--- config.mk ---
export PLATFORM = sky130hd
export DESIGN_NAME = multicycle_ctrl
export DESIGN_NICKNAME = d
export VERILOG_FILES = /design/src/rtl/multicycle_ctrl.sv
export SDC_FILE = /design/constraint.sdc
export NUM_CORES = 1
export LEC_CHECK = 0
export CAP_MARGIN = 20
export CORE_AREA = 4 4 59 61
export DETAILED_ROUTE_END_ITERATION = 8
export DIE_AREA = 0 0 63 65
export GPL_TIMING_DRIVEN = 0
export HOLD_SLACK_MARGIN = 0.06
export MAX_ROUTING_LAYER = met4
export PLACE_DENSITY_LB_ADDON = 0.08
export SLEW_MARGIN = 20
export SYNTH_ARGS = -nofsm -noshare
export SYNTH_HDL_FRONTEND = slang
export SYNTH_SLANG_ARGS = --single-unit
--- constraint.sdc ---
create_clock -name clk -period 3.9 [get_ports clk]
set_input_delay 0.585 -clock clk [delete_from_list [all_inputs] [get_ports clk]]
set_output_delay 0.585 -clock clk [all_outputs]
set_load 0.05 [all_outputs]
--- src/rtl/multicycle_ctrl.sv ---
// Multi-cycle control FSM sequencing the RV32I-subset datapath.
// Optional CTRL_PERF_CNT_EN adds cycle and retired-instruction counters.
module multicycle_ctrl #(
  parameter int FETCH_WAIT   = 0,
  parameter bit TRAP_ILLEGAL = 1'b1
) (
  input  logic        clk,
  input  logic        rst,
  input  logic        run,
  input  logic [31:0] instr,
  input  logic [4:0]  status,
  output logic        pcsrc,
  output logic        alusrc,
  output logic [3:0]  aluop,
  output logic        memrw,
  output logic        wb,
  output logic        regrw,
  output logic [1:0]  immgen_ctrl,
  output logic        pc_en,
  output logic [2:0]  state,
  output logic        halted,
`ifdef CTRL_PERF_CNT_EN
  output logic [31:0] cycle_cnt,
  output logic [31:0] instret_cnt,
`endif
  output logic        illegal
);

  typedef enum logic [2:0] {
    S_IDLE   = 3'd0,
    S_FETCH  = 3'd1,
    S_DECODE = 3'd2,
    S_EXEC   = 3'd3,
    S_MEM    = 3'd4,
    S_WB     = 3'd5,
    S_HALT   = 3'd6,
    S_TRAP   = 3'd7
  } state_t;

  localparam logic [6:0] OP_R   = 7'b0110011;
  localparam logic [6:0] OP_I   = 7'b0010011;
  localparam logic [6:0] OP_LW  = 7'b0000011;
  localparam logic [6:0] OP_SW  = 7'b0100011;
  localparam logic [6:0] OP_BR  = 7'b1100011;
  localparam logic [6:0] OP_SYS = 7'b1110011;

  localparam logic [3:0] A_ADD = 4'b0000;
  localparam logic [3:0] A_SUB = 4'b0001;
  localparam logic [3:0] A_AND = 4'b0010;
  localparam logic [3:0] A_OR  = 4'b0011;
  localparam logic [3:0] A_XOR = 4'b0100;
  localparam logic [3:0] A_SLL = 4'b0101;
  localparam logic [3:0] A_SRL = 4'b0110;
  localparam logic [3:0] A_SRA = 4'b0111;
  localparam logic [3:0] A_SLT = 4'b1000;

  localparam logic [3:0] WAIT_LD = 4'(FETCH_WAIT);
  localparam logic [6:0] F7_ALT  = 7'b0100000;

  state_t      state_q, state_d;
  logic [3:0]  cnt_q, cnt_d;
  logic [6:0]  op_q;
  logic [2:0]  f3_q;
  logic        f7b5_q;
  logic        illegal_q;

  logic [6:0]  dec_op;
  logic [2:0]  dec_f3;
  logic [6:0]  dec_f7;
  logic        dec_legal;
  logic        is_r, is_i, is_ld, is_st, is_br;
  logic        taken;
  logic        unused_bits;

  assign dec_op = instr[6:0];
  assign dec_f3 = instr[14:12];
  assign dec_f7 = instr[31:25];
  assign unused_bits = ^{instr[24:15], instr[11:7], status[4], status[2]};

  function automatic logic legal_f(
    input logic [6:0] op,
    input logic [2:0] f3,
    input logic [6:0] f7
  );
    logic ok;
    ok = 1'b0;
    case (op)
      OP_R: begin
        ok = (f7 == 7'd0 && f3 != 3'b011) ||
             (f7 == F7_ALT && (f3 == 3'b000 || f3 == 3'b101));
      end
      OP_I: begin
        case (f3)
          3'b011:  ok = 1'b0;
          3'b001:  ok = (f7 == 7'd0);
          3'b101:  ok = (f7 == 7'd0) || (f7 == F7_ALT);
          default: ok = 1'b1;
        endcase
      end
      OP_LW, OP_SW: ok = (f3 == 3'b010);
      OP_BR: begin
        ok = (f3 == 3'b000) || (f3 == 3'b001) ||
             (f3 == 3'b100) || (f3 == 3'b101);
      end
      default: ok = 1'b0;
    endcase
    return ok;
  endfunction

  // funct7[5] selects SUB only for register-register ops, SRA for both
  function automatic logic [3:0] alu_f(
    input logic [2:0] f3,
    input logic       alt,
    input logic       reg_op
  );
    logic [3:0] op;
    case (f3)
      3'b000:  op = (reg_op && alt) ? A_SUB : A_ADD;
      3'b001:  op = A_SLL;
      3'b010:  op = A_SLT;
      3'b100:  op = A_XOR;
      3'b101:  op = alt ? A_SRA : A_SRL;
      3'b110:  op = A_OR;
      3'b111:  op = A_AND;
      default: op = A_ADD;
    endcase
    return op;
  endfunction

  assign dec_legal = legal_f(dec_op, dec_f3, dec_f7);

  assign is_r  = (op_q == OP_R);
  assign is_i  = (op_q == OP_I);
  assign is_ld = (op_q == OP_LW);
  assign is_st = (op_q == OP_SW);
  assign is_br = (op_q == OP_BR);

  always_comb begin
    taken = 1'b0;
    case (f3_q)
      3'b000:  taken = status[0];
      3'b001:  taken = ~status[0];
      3'b100:  taken = status[1] ^ status[3];
      3'b101:  taken = ~(status[1] ^ status[3]);
      default: taken = 1'b0;
    endcase
  end

  always_ff @(posedge clk) begin
    if (rst) begin
      state_q   <= S_IDLE;
      cnt_q     <= 4'd0;
      op_q      <= 7'd0;
      f3_q      <= 3'd0;
      f7b5_q    <= 1'b0;
      illegal_q <= 1'b0;
    end else begin
      state_q <= state_d;
      cnt_q   <= cnt_d;
      if (state_q == S_DECODE) begin
        op_q   <= dec_op;
        f3_q   <= dec_f3;
        f7b5_q <= dec_f7[5];
      end
      if (state_d == S_TRAP) begin
        illegal_q <= 1'b1;
      end
    end
  end

  always_comb begin
    state_d     = state_q;
    cnt_d       = cnt_q;
    pcsrc       = 1'b0;
    alusrc      = 1'b1;
    aluop       = A_ADD;
    memrw       = 1'b0;
    wb          = 1'b1;
    regrw       = 1'b0;
    immgen_ctrl = 2'b00;
    pc_en       = 1'b0;
    halted      = 1'b0;

    // datapath selects hold through EXEC/MEM/WB so the address stays put
    if (state_q == S_EXEC || state_q == S_MEM || state_q == S_WB) begin
      unique case (1'b1)
        is_r: begin
          alusrc = 1'b1;
          aluop  = alu_f(f3_q, f7b5_q, 1'b1);
        end
        is_i: begin
          alusrc = 1'b0;
          aluop  = alu_f(f3_q, f7b5_q, 1'b0);
        end
        is_ld: begin
          alusrc = 1'b0;
        end
        is_st: begin
          alusrc      = 1'b0;
          immgen_ctrl = 2'b01;
        end
        is_br: begin
          alusrc      = 1'b1;
          aluop       = A_SUB;
          immgen_ctrl = 2'b10;
        end
        default: ;
      endcase
    end

    unique case (state_q)
      S_IDLE: begin
        if (run) state_d = S_FETCH;
      end
      S_FETCH: begin
        if (cnt_q == 4'd0) state_d = S_DECODE;
        else cnt_d = cnt_q - 4'd1;
      end
      S_DECODE: begin
        if (dec_op == OP_SYS) begin
          state_d = S_HALT;
        end else if (dec_legal) begin
          state_d = S_EXEC;
        end else if (TRAP_ILLEGAL) begin
          state_d = S_TRAP;
        end else begin
          pc_en   = 1'b1;
          state_d = S_FETCH;
        end
      end
      S_EXEC: begin
        if (is_br) begin
          pc_en   = 1'b1;
          pcsrc   = taken;
          state_d = S_FETCH;
        end else if (is_ld || is_st) begin
          state_d = S_MEM;
        end else begin
          state_d = S_WB;
        end
      end
      S_MEM: begin
        if (is_st) begin
          memrw   = 1'b1;
          pc_en   = 1'b1;
          state_d = S_FETCH;
        end else begin
          state_d = S_WB;
        end
      end
      S_WB: begin
        regrw   = 1'b1;
        pc_en   = 1'b1;
        wb      = ~is_ld;
        state_d = S_FETCH;
      end
      S_HALT: begin
        halted = 1'b1;
        if (run) begin
          pc_en   = 1'b1;
          state_d = S_FETCH;
        end
      end
      S_TRAP: begin
        halted = 1'b1;
      end
    endcase

    if (state_d == S_FETCH && state_q != S_FETCH) begin
      cnt_d = WAIT_LD;
    end
  end

  assign state   = state_q;
  assign illegal = illegal_q;

`ifdef CTRL_PERF_CNT_EN
  always_ff @(posedge clk) begin
    if (rst) begin
      cycle_cnt   <= 32'd0;
      instret_cnt <= 32'd0;
    end else begin
      if (state_q != S_IDLE && state_q != S_HALT && state_q != S_TRAP) begin
        cycle_cnt <= cycle_cnt + 32'd1;
      end
      if (pc_en) begin
        instret_cnt <= instret_cnt + 32'd1;
      end
    end
  end
`endif

endmodule

# == After elaboration in Yosys (flattened, before gate mapping) ==
# Cells that the tools add are included.
# classes
n_reduce_logical,23
bitwise_logic,5
addsub,1
n_lt_le_gt_ge,0
n_shift,0
div_mod_pow,0
muxes,31
mul,0
eq_ne,34
# ops
operator,count
$eq 7x6->1 const B,5
$eq 3x3->1 const B,11
$pmux 4 s7,1
$pmux 4 s6,1
$eq 7x7->1 const B,3
$mux 3,6
$pmux 3 s6,1
$eq 3x2->1 const B,5
$eq 7x2->1 const B,2
$eq 7x5->1 const B,2
$mux 1,14
$eq 3x1->1 const B,4
$pmux 1 s4,3
$pmux 4 s3,1
$logic_not 3->1,3
$logic_or 1x1->1,9
$reduce_or 2->1,4
$logic_not 7->1,1
$logic_not 4->1,1
$mux 4,1
$not 1->1,4
$pmux 2 s2,1
$sub 4x1->4 const B,1
$logic_and 1x1->1,3
7 further kinds,7
# totals
out_inout_bits,17
ff_bits,19
in_bits,40
elab_cells,100
rom_bits,0
ram_bits,0
latch_bits,0
memories,0

# == Logic depth before layout (Yosys ltp) ==
# Gate-level depths: netlist (run 1).
# depth
depth_word,11
ltp_mapped,7
mapped_depth_nobuf,7

# == Worst setup path before layout (run 1) ==
# No wires, ideal clock.
# synth_path
path_kind,register to output
from,"reg state_q[1], in the netlist state[1]"
to,out pcsrc
required_ns,3.315
path_slack_ns,0.705
path_stages_with_launch,4
n_path_buf,1
arrival_time_ns,2.610
path_cell_list,dfxtp_1 -> buf_2 -> nand3b_1 -> nor4_1
# synth_via
elab_chain_len,2
# synth_lines
item,line,text
start: declaration,60,"state_t state_q, state_d;"
start signal: assignment,158,state_q <= state_d;
$eq 3x2->1,211,unique case (state_q)
$mux 1,211,
end: declaration,12,"output logic pcsrc,"
# Every way passes these cells.

# == Final worst setup path (run 1) ==
# layout_path
from,"reg state_q[1], in the netlist state[1]"
to,out aluop[0]
# layout_via
elab_chain_len,4
word_cells_on_any_way,6
classes_between,eq/ne: 3; mux: 1; reduce/logical: 2
# layout_lines
item,line,text
$eq 3x2->1 or $eq 3x3->1 (tied branches),185,if (state_q == S_EXEC || state_q == S_MEM || state_q == S_WB) begin
$logic_or 1x1->1,185,
$logic_or 1x1->1 (*),185,
$mux 4 (*),185,
end: declaration,14,"output logic [3:0] aluop,"
# Every way passes the cells marked *; elsewhere a longest branch is shown, timed or not.

==> metrics list, run 1 <==
* Worst-path cell chain: buf_2 -> nand3b_1 -> nand2_1 -> nand3_1 -> a211oi_1 -> or3_1 -> clkdlybuf4s50_1
- Final hold analysis gives a worst-case slack of 0.496 ns.
- Post-route cell area: 1720 um2
- Mean number of vias per cell: 5.53
- Once layout is complete, the utilization of the core stands at 57.9%.
* Number of antenna-violating nets in the routed design: 0
* Net count of the mapped netlist: 196
* Length in cells of the worst reg-to-reg path: 7
* Htree depth: 1
- The initial utilization of the core area, before any placement, comes to 42.5%.
* Placed Area: 1700 um2
- STA classifies the critical path endpoint as an output port.
- On the final layout, the worst clock skew is 0.00960 ns.
* Synthesized-area fraction occupied by xor and xnor cells: 2.77%
- Required time at the worst-slack endpoint: 3.31 ns
* Overall die area: 4100 um2
* DRC violation count after routing: 0
* Number of buffers inserted to repair setup after CTS: 0
- Across the run, the number of max-cap violations was 0.
- Setup violations remaining at the end of the flow were counted as 0.
* Max-slew violation count: 0
- Worst min-delay path startpoint: illegal
- The first global-routing pass estimated 5350 um of wire.
* Fraction of synthesis flops using an asynchronous set or reset pin: 0%
- WL per Instance: 13.2 um
* Sinks on the clock net: 19
- The worst hold path belongs to the class flop to flop.
- Counting every instance in the synthesized netlist gives 155.
* Standard cell with the maximum stage delay on the critical path: sky130_fd_sc_hd__clkdlybuf4s50_1
- Final-report hold violation count: 0
* Overall die width: 63 um
- Library cell used as clock root buffer: sky130_fd_sc_hd__clkbuf_4
- Post-layout minimum cycle time: 3.13 ns
* Global-route total usage across every layer: 16.2%
* Data arrival time of the critical path: 2.54 ns
- Post-cts resize count: 0
- The routed design has 3050 um of wire.
- Timing-limited maximum frequency: 320 MHz
- The netlist uses 44 different library cells.
- 57 I/O pins were placed.
- In this run the core area contains 20 standard-cell rows.
- Result of the run: complete, no violations
* Main area contributors after synthesis: sky130_fd_sc_hd__dfxtp_1, sky130_fd_sc_hd__mux2i_1, sky130_fd_sc_hd__nor2_1
- The repair_antennas step left the layout with diodes totalling 0.
* Biggest fanout along the worst timing path: 10
- Clock latency on the worst-skew pair, taken at its later pin, is 0.30 ns.
* Starting DRT DRC Count: 76
- Core box area: 2980 um2
- After clock tree synthesis, the clock-pin slew on the worst setup and hold paths is 0.11 ns.
- Per-instance average area after synthesis: 8.16 um2
- Crit Path Category: flop to output port
- Destination of the worst hold path: illegal
- After detailed placement, the design holds a cell count of 227.
- Of the cells placed in the final design, the portion with a size suffix greater than 1 is 9.09%.
- TritonCTS clock tree: yes
- TritonCTS created 3 clock buffers.
* Worst R2R Start: cnt_q[0]
- The pre-antenna-repair detailed-routing pass consisted of 4 iterations.
- RSZ-0062 raised after global routing: no
- The endpoint identified for the worst register-to-register timing path is cnt_q[3].
- Relative to the synthesized area, the layout overhead comes to 36.3%.
* Compound-cell area share of the yosys netlist: 18.2%
* Least-Margin Pin Slew: 0.505 ns
- Vias post-DR: 1,277
* Count of placed standard cells in the final layout, fillers left out: 231
- The synthesized netlist devotes 35.4% of its cell area to simple gates.
- Once detailed placement completed, the half-perimeter wirelength came to 2450 um.
* Number of antenna violations at the first check in global routing: 0
* Total buffers and inverters traversed by the critical path: 2
- Synth warn: 0
- Grt total ovfl: 0
- Synth Flop Type: sky130_fd_sc_hd__dfxtp_1
* Critical Path Start Type: flop
- The worst hold path was traced through 2 stages.
- Among cell families on the critical path, the largest total delay comes from buffers and inverters.
- For this design the ratio of total power to cell area is 512 nW/um2.
- Max rail drop VDD: 0.208 mV
- Post-Synth Adder-Cell Area: 0.989%
* Vias in the first global route: 1,222
* Cell leakage power: 0.574 nW
* Number of port buffers: 39
* Post-synthesis mux area share: 8.70%
- Entering global routing, the biggest net connects 12 pins.
- Net count of the finished layout: 240
* RD Place Congestion: 0.854
- In this design, the stage delay of the slowest critical-path cell is 0.79 ns.
- Crit share post-route: 80.2%
- Sequential cells were found to cover 30.1% of the synthesized design area.
* Combinational family with the most area after synthesis: simple AND/OR/NAND/NOR gates
- Headroom to the max-slew limit came out at 66.1%.
- For the final routed database, the setup TNS stands at 0 ns.
- Die height: 65 um
* Synthesized flop and latch total: 19
- Synth top area share: 30.1%
* Worst reg-to-reg setup slack: 2.18 ns
- In this run the cell area of the synthesized design comes to 1260 um2.
- Yosys mapped a number of flops with a built-in enable equal to 0.
* Clk buf depth: 2
- After clock tree synthesis, the flow added hold-fix buffers numbering 0.
- Most area-hungry cell type in the Yosys netlist: sky130_fd_sc_hd__dfxtp_1
==> where the power goes <==
group / internal, W / switching (W)
Combinational: 0.000212 / 0.000288
Sequential: 0.000234 / 0.0000498
Clock: 0.0000382 / 0.0000594
Total: 0.000485 / 0.000397
==> cells in the mapped netlist, types with 3 or more instances <==
master	instances
sky130_fd_sc_hd__nand3_1	5
sky130_fd_sc_hd__and2_1	3
sky130_fd_sc_hd__nor4_1	3
sky130_fd_sc_hd__nor2_1	25
sky130_fd_sc_hd__a21oi_1	7
sky130_fd_sc_hd__nand2_1	14
sky130_fd_sc_hd__dfxtp_1	19
sky130_fd_sc_hd__xnor2_1	4
sky130_fd_sc_hd__mux2i_1	11
sky130_fd_sc_hd__nand2b_1	4
sky130_fd_sc_hd__o21ai_0	7
sky130_fd_sc_hd__nand3b_1	4
sky130_fd_sc_hd__nor3_1	5
sky130_fd_sc_hd__buf_2	3
sky130_fd_sc_hd__inv_1	6
sky130_fd_sc_hd__nor2b_1	3
==> metal layers <==
metal	share of wire (%)	track usage [%]	wire (um)	up-vias
met5	0	-	0	-
met1	48	20.6	1450	578
li1	-	-	-	645
met2	44	26.1	1330	50
met3	7.5	2.77	229	4
met4	1.2	5.79	36	0
==> how the worst max path moves through the flow <==
stage	cells past startpoint	from	to
global route	7	state[1]	aluop[0]
global placement	6	status[3]	pcsrc
floorplan	3	state[1]	pcsrc
CTS	7	state[1]	aluop[0]
detailed placement	6	status[1]	pcsrc
finish	7	state[1]	aluop[0]
==> worst min-delay path, delay by kind of cell, from the launching register on <==
kind,cells,cell delay [ns]
flip-flops,1,0.33
AO/OA/AOI/OAI,1,0.07
buffers and inverters,1,0.06
==> cell families after synthesis <==
group / count (synthesis)
flops: 19
fa+ha+maj: 1
simple gates: 78
buf+inv: 11
xor+xnor: 4
mux: 11
compound gates: 31
==> cell usage in the layout (no fill, tap or decap), drive strengths merged, types with 2 or more instances in the layout <==
master         count
inv                6
xnor2              4
nand4bb            2
buf                4
o31ai              2
mux2i             11
a311oi             2
nor3               6
dfxtp             19
nand3              5
nor3b              2
nand2b             4
clkbuf             4
nor2              25
nor2b              3
nand2             14
clkdlybuf4s50     39
o21ai              8
o31a               3
a21oi              7
nand3b             4
and2               3
nor4               3
or3                2
==> layout make-up <==
class | count | area [um2]
Sequential cell | 19 | 380
Tap cell | 33 | 41.3
Buffer | 5 | 26.3
Timing Repair Buffer | 39 | 390
Multi-Input combinational cell | 125 | 836
Clock buffer | 3 | 22.5
Fill cell | 290 | 1250
Inverter | 6 | 22.5
Clock inverter | 1 | 5.00
==> state kept, by name, indices dropped and copies added, names as in the netlist <==
register  count
cnt_q         4
f3_q          3
f7b5_q        1
op_q          7
state         3
illegal       1
==> metrics by stage <==
step,total power [W],setup WS (ns)
after floorplan,0.000647,0.705
after global placement,0.000782,0.878
after detailed placement,0.000788,0.883
after CTS,0.000889,0.737
after global routing,0.000941,0.548
final,0.000883,0.771
(Power assumes the default switching activity.)
==> inputs of run 2 (changes only) <==
- CORE_AREA: 4 4 59 61 -> 4 4 61 63
- DIE_AREA: 0 0 63 65 -> 0 0 65 67
- clock period: 3.9 -> 3 ns (I/O delays scaled with it)
==> metrics list, run 2 (synthesis gave the netlist of run 1 again) <==
- Max rail drop VDD: 0.229 mV
* Antenna diodes: 0
- Power density over cell area: 653 nW/um2
- Mean number of vias per cell: 5.13
- The initialized floorplan defines 21 standard-cell rows.
- TritonCTS clock tree: yes
* Layout overhead on the synthesized area: 38.7%
* Post-route cell area: 1750 um2
* Required time at the worst-slack endpoint: 2.55 ns
- The analysis attributes to cell leakage a power of 0.630 nW.
- The congestion estimate from routability-driven global placement came to 0.877.
- Clock buffer count from CTS: 3
- Number of antenna-violating nets in the routed design: 0
- The largest registers in the layout are op_q x7, cnt_q x4.
* Maximum number of pins on one net before global-route repair: 12
* Starting DRT DRC Count: 101
* Sum Neg Setup Slack: 0 ns
* Worst hold margin: 0.501 ns
- Buffers placed on the I/O ports in this run total 39.
- Fill cell instance count of the final layout: 333
- Counting flops per register, the top entry is op_q.
* Post-layout minimum cycle time: 2.87 ns
* Crit Path Category: flop to output port
- Overall die area: 4360 um2
* Overall die width: 65 um
- At the worst endpoint, the arrival time is 2.42 ns.
- The flow ran to the end, and the final reports show no timing, DRC or antenna violations.
* Detailed placement HPWL: 2480 um
- Crit path largest cell delay: 0.84 ns
* Most common library cell in the layout ignoring fill and taps: sky130_fd_sc_hd__clkdlybuf4s50_1
- Skew-Pair Late Insertion Delay: 0.30 ns
- Hold WC Path Type: flop to flop
- The number of hold-slack violations in the final timing report was 0.
- The first global-routing pass estimated 5050 um of wire.
- Critical Path Start Type: flop
* DRC violation count after routing: 0
- Across the run, the number of max-cap violations was 0.
- Area taken by flip-flops and latches: 380 um2
* Crit. End Element: output port
- Setup repair after global routing left no endpoint under its margin.
- The number of slew-limit violations in the final report was 0.
- For the pin with the worst max-slew slack, the measured transition is 0.509 ns.
- Along the worst path, the maximum fanout reaches 6.
- Fraction of final layout cells with drive strength greater than 1: 9.60%
- Quantity of hold-fixing buffers added after cts: 0
- Count of endpoints failing setup in the final report: 0
* Htree depth: 1
- In this run the cell area measured after placement is 1720 um2.
* WL per Instance: 12.1 um
- Grt total ovfl: 0
- Worst clock skew: 0.00678 ns
- Clock-pin slew was measured on the worst setup and hold paths at 0.11 ns.
- Number of antenna violations at the first check in global routing: 0
* Worst relative slew slack: 65.8%
- Fin worst setup slack: 0.127 ns
* Global-route total usage across every layer: 14.7%
* Flip-flop count of the largest register, all copies and words added: 7
* Die height: 67 um
- Net count of the finished layout: 240
* Library cell used as clock root buffer: sky130_fd_sc_hd__clkbuf_4
- Number of detailed-route iterations in the first pass: 4
- Timing-limited maximum frequency: 348 MHz
- Summed over all layers, the routed wires come to 2960 um.
- The critical path goes through nand4bb_4 -> or3_1 -> nor4_2 -> clkdlybuf4s50_1.
- Initial Utilization: 39.1%
- Clk buf depth: 2
- In the layout the commonest cells are sky130_fd_sc_hd__clkdlybuf4s50_1, sky130_fd_sc_hd__nor2_1, sky130_fd_sc_hd__dfxtp_1, sky130_fd_sc_hd__nand2_1, sky130_fd_sc_hd__mux2i_1.
* Sinks on the clock net: 19
* Core box area: 3230 um2
* Pre-CTS worst setup slack: 0.290 ns
- In the final layout, the multi-input gates occupy 842 um2.
* Vias post-DR: 1,252
- Among all stages on the critical path, the largest delay is contributed by sky130_fd_sc_hd__clkdlybuf4s50_1.
* Vias in the first global route: 1,181
* I/O pins: 57
- Post-route total power: 0.00115 W
* Crit share post-route: 95.8%
-- run 2: changes by cell type in the layout (fill, tap and decap cells not counted) --
| cell | change |
|---|---|
| sky130_fd_sc_hd__dlymetal6s2s_1 | +3 |
| sky130_fd_sc_hd__nor4_1 | -1 |
| sky130_fd_sc_hd__nor4_2 | +1 |
| sky130_fd_sc_hd__clkdlybuf4s50_1 | -3 |
-- run 2: cell type report --
cell class	instances	area share [%]
Sequential cell	19	21.7
Inverter	6	1.28
Multi-Input combinational cell	125	48.0
Timing Repair Buffer	39	22.7
Tap cell	46	3.28
Clock buffer	3	1.28
Buffer	5	1.50
Clock inverter	1	0.285
-- run 2: what timing repair did --
action                     in CTS  in global routing
setup buffers                   0                  0
gates resized for setup         0                  3
hold endpoints to repair        0                  0
setup endpoints to repair       0                  3
-- run 2: per-layer routing --
layer	vias to the layer above	share of wire (%)	global-route usage, %	wire [um]
met5	-	0	-	0
met4	0	0.95	4.75	28
met3	4	5.6	2.36	166
met2	35	46	24.4	1350
met1	567	48	18.4	1410
li1	646	-	-	-
-- run 2: through the flow --
step | utilization [%] | instances
detailed placement | 53.2 | 240
floorplan | - | 155
CTS | 54.0 | 244
global route | 54.3 | 244
finish | 54.3 | 244
global placement | 53.2 | 240
-- run 2: critical path, delay by kind of cell, from the launching register on --
family	cells	cell delay (ns)
AND/OR/NAND/NOR	3	0.95
buffers and inverters	1	0.84
flip-flops	1	0.33
-- run 2: worst paths after layout --
check | from | endpoint | slack [ns] | cells past startpoint
setup / recovery | op_q[3] | pcsrc | 0.13 | 4
hold / removal | cnt_q[2] | cnt_q[2] | 0.50 | 2
setup reg to reg | cnt_q[0] | cnt_q[3] | 1.28 | 7
hold reg to reg | cnt_q[2] | cnt_q[2] | 0.50 | 2
-- run 2: power by group --
| group | leakage [nW] | switching (W) | internal [W] |
|---|---|---|---|
| Clock | 0.0177 | 0.0000782 | 0.0000497 |
| Combinational | 0.458 | 0.000374 | 0.000276 |
| Sequential | 0.154 | 0.0000628 | 0.000305 |
| Total | 0.630 | 0.000516 | 0.000630 |
==> inputs of run 3 (changes only) <==
- CTS_CLUSTER_DIAMETER: unset -> 40
==> results of run 3 <==
Same layout as run 2: the final DEF is identical, and so are final timing and power.
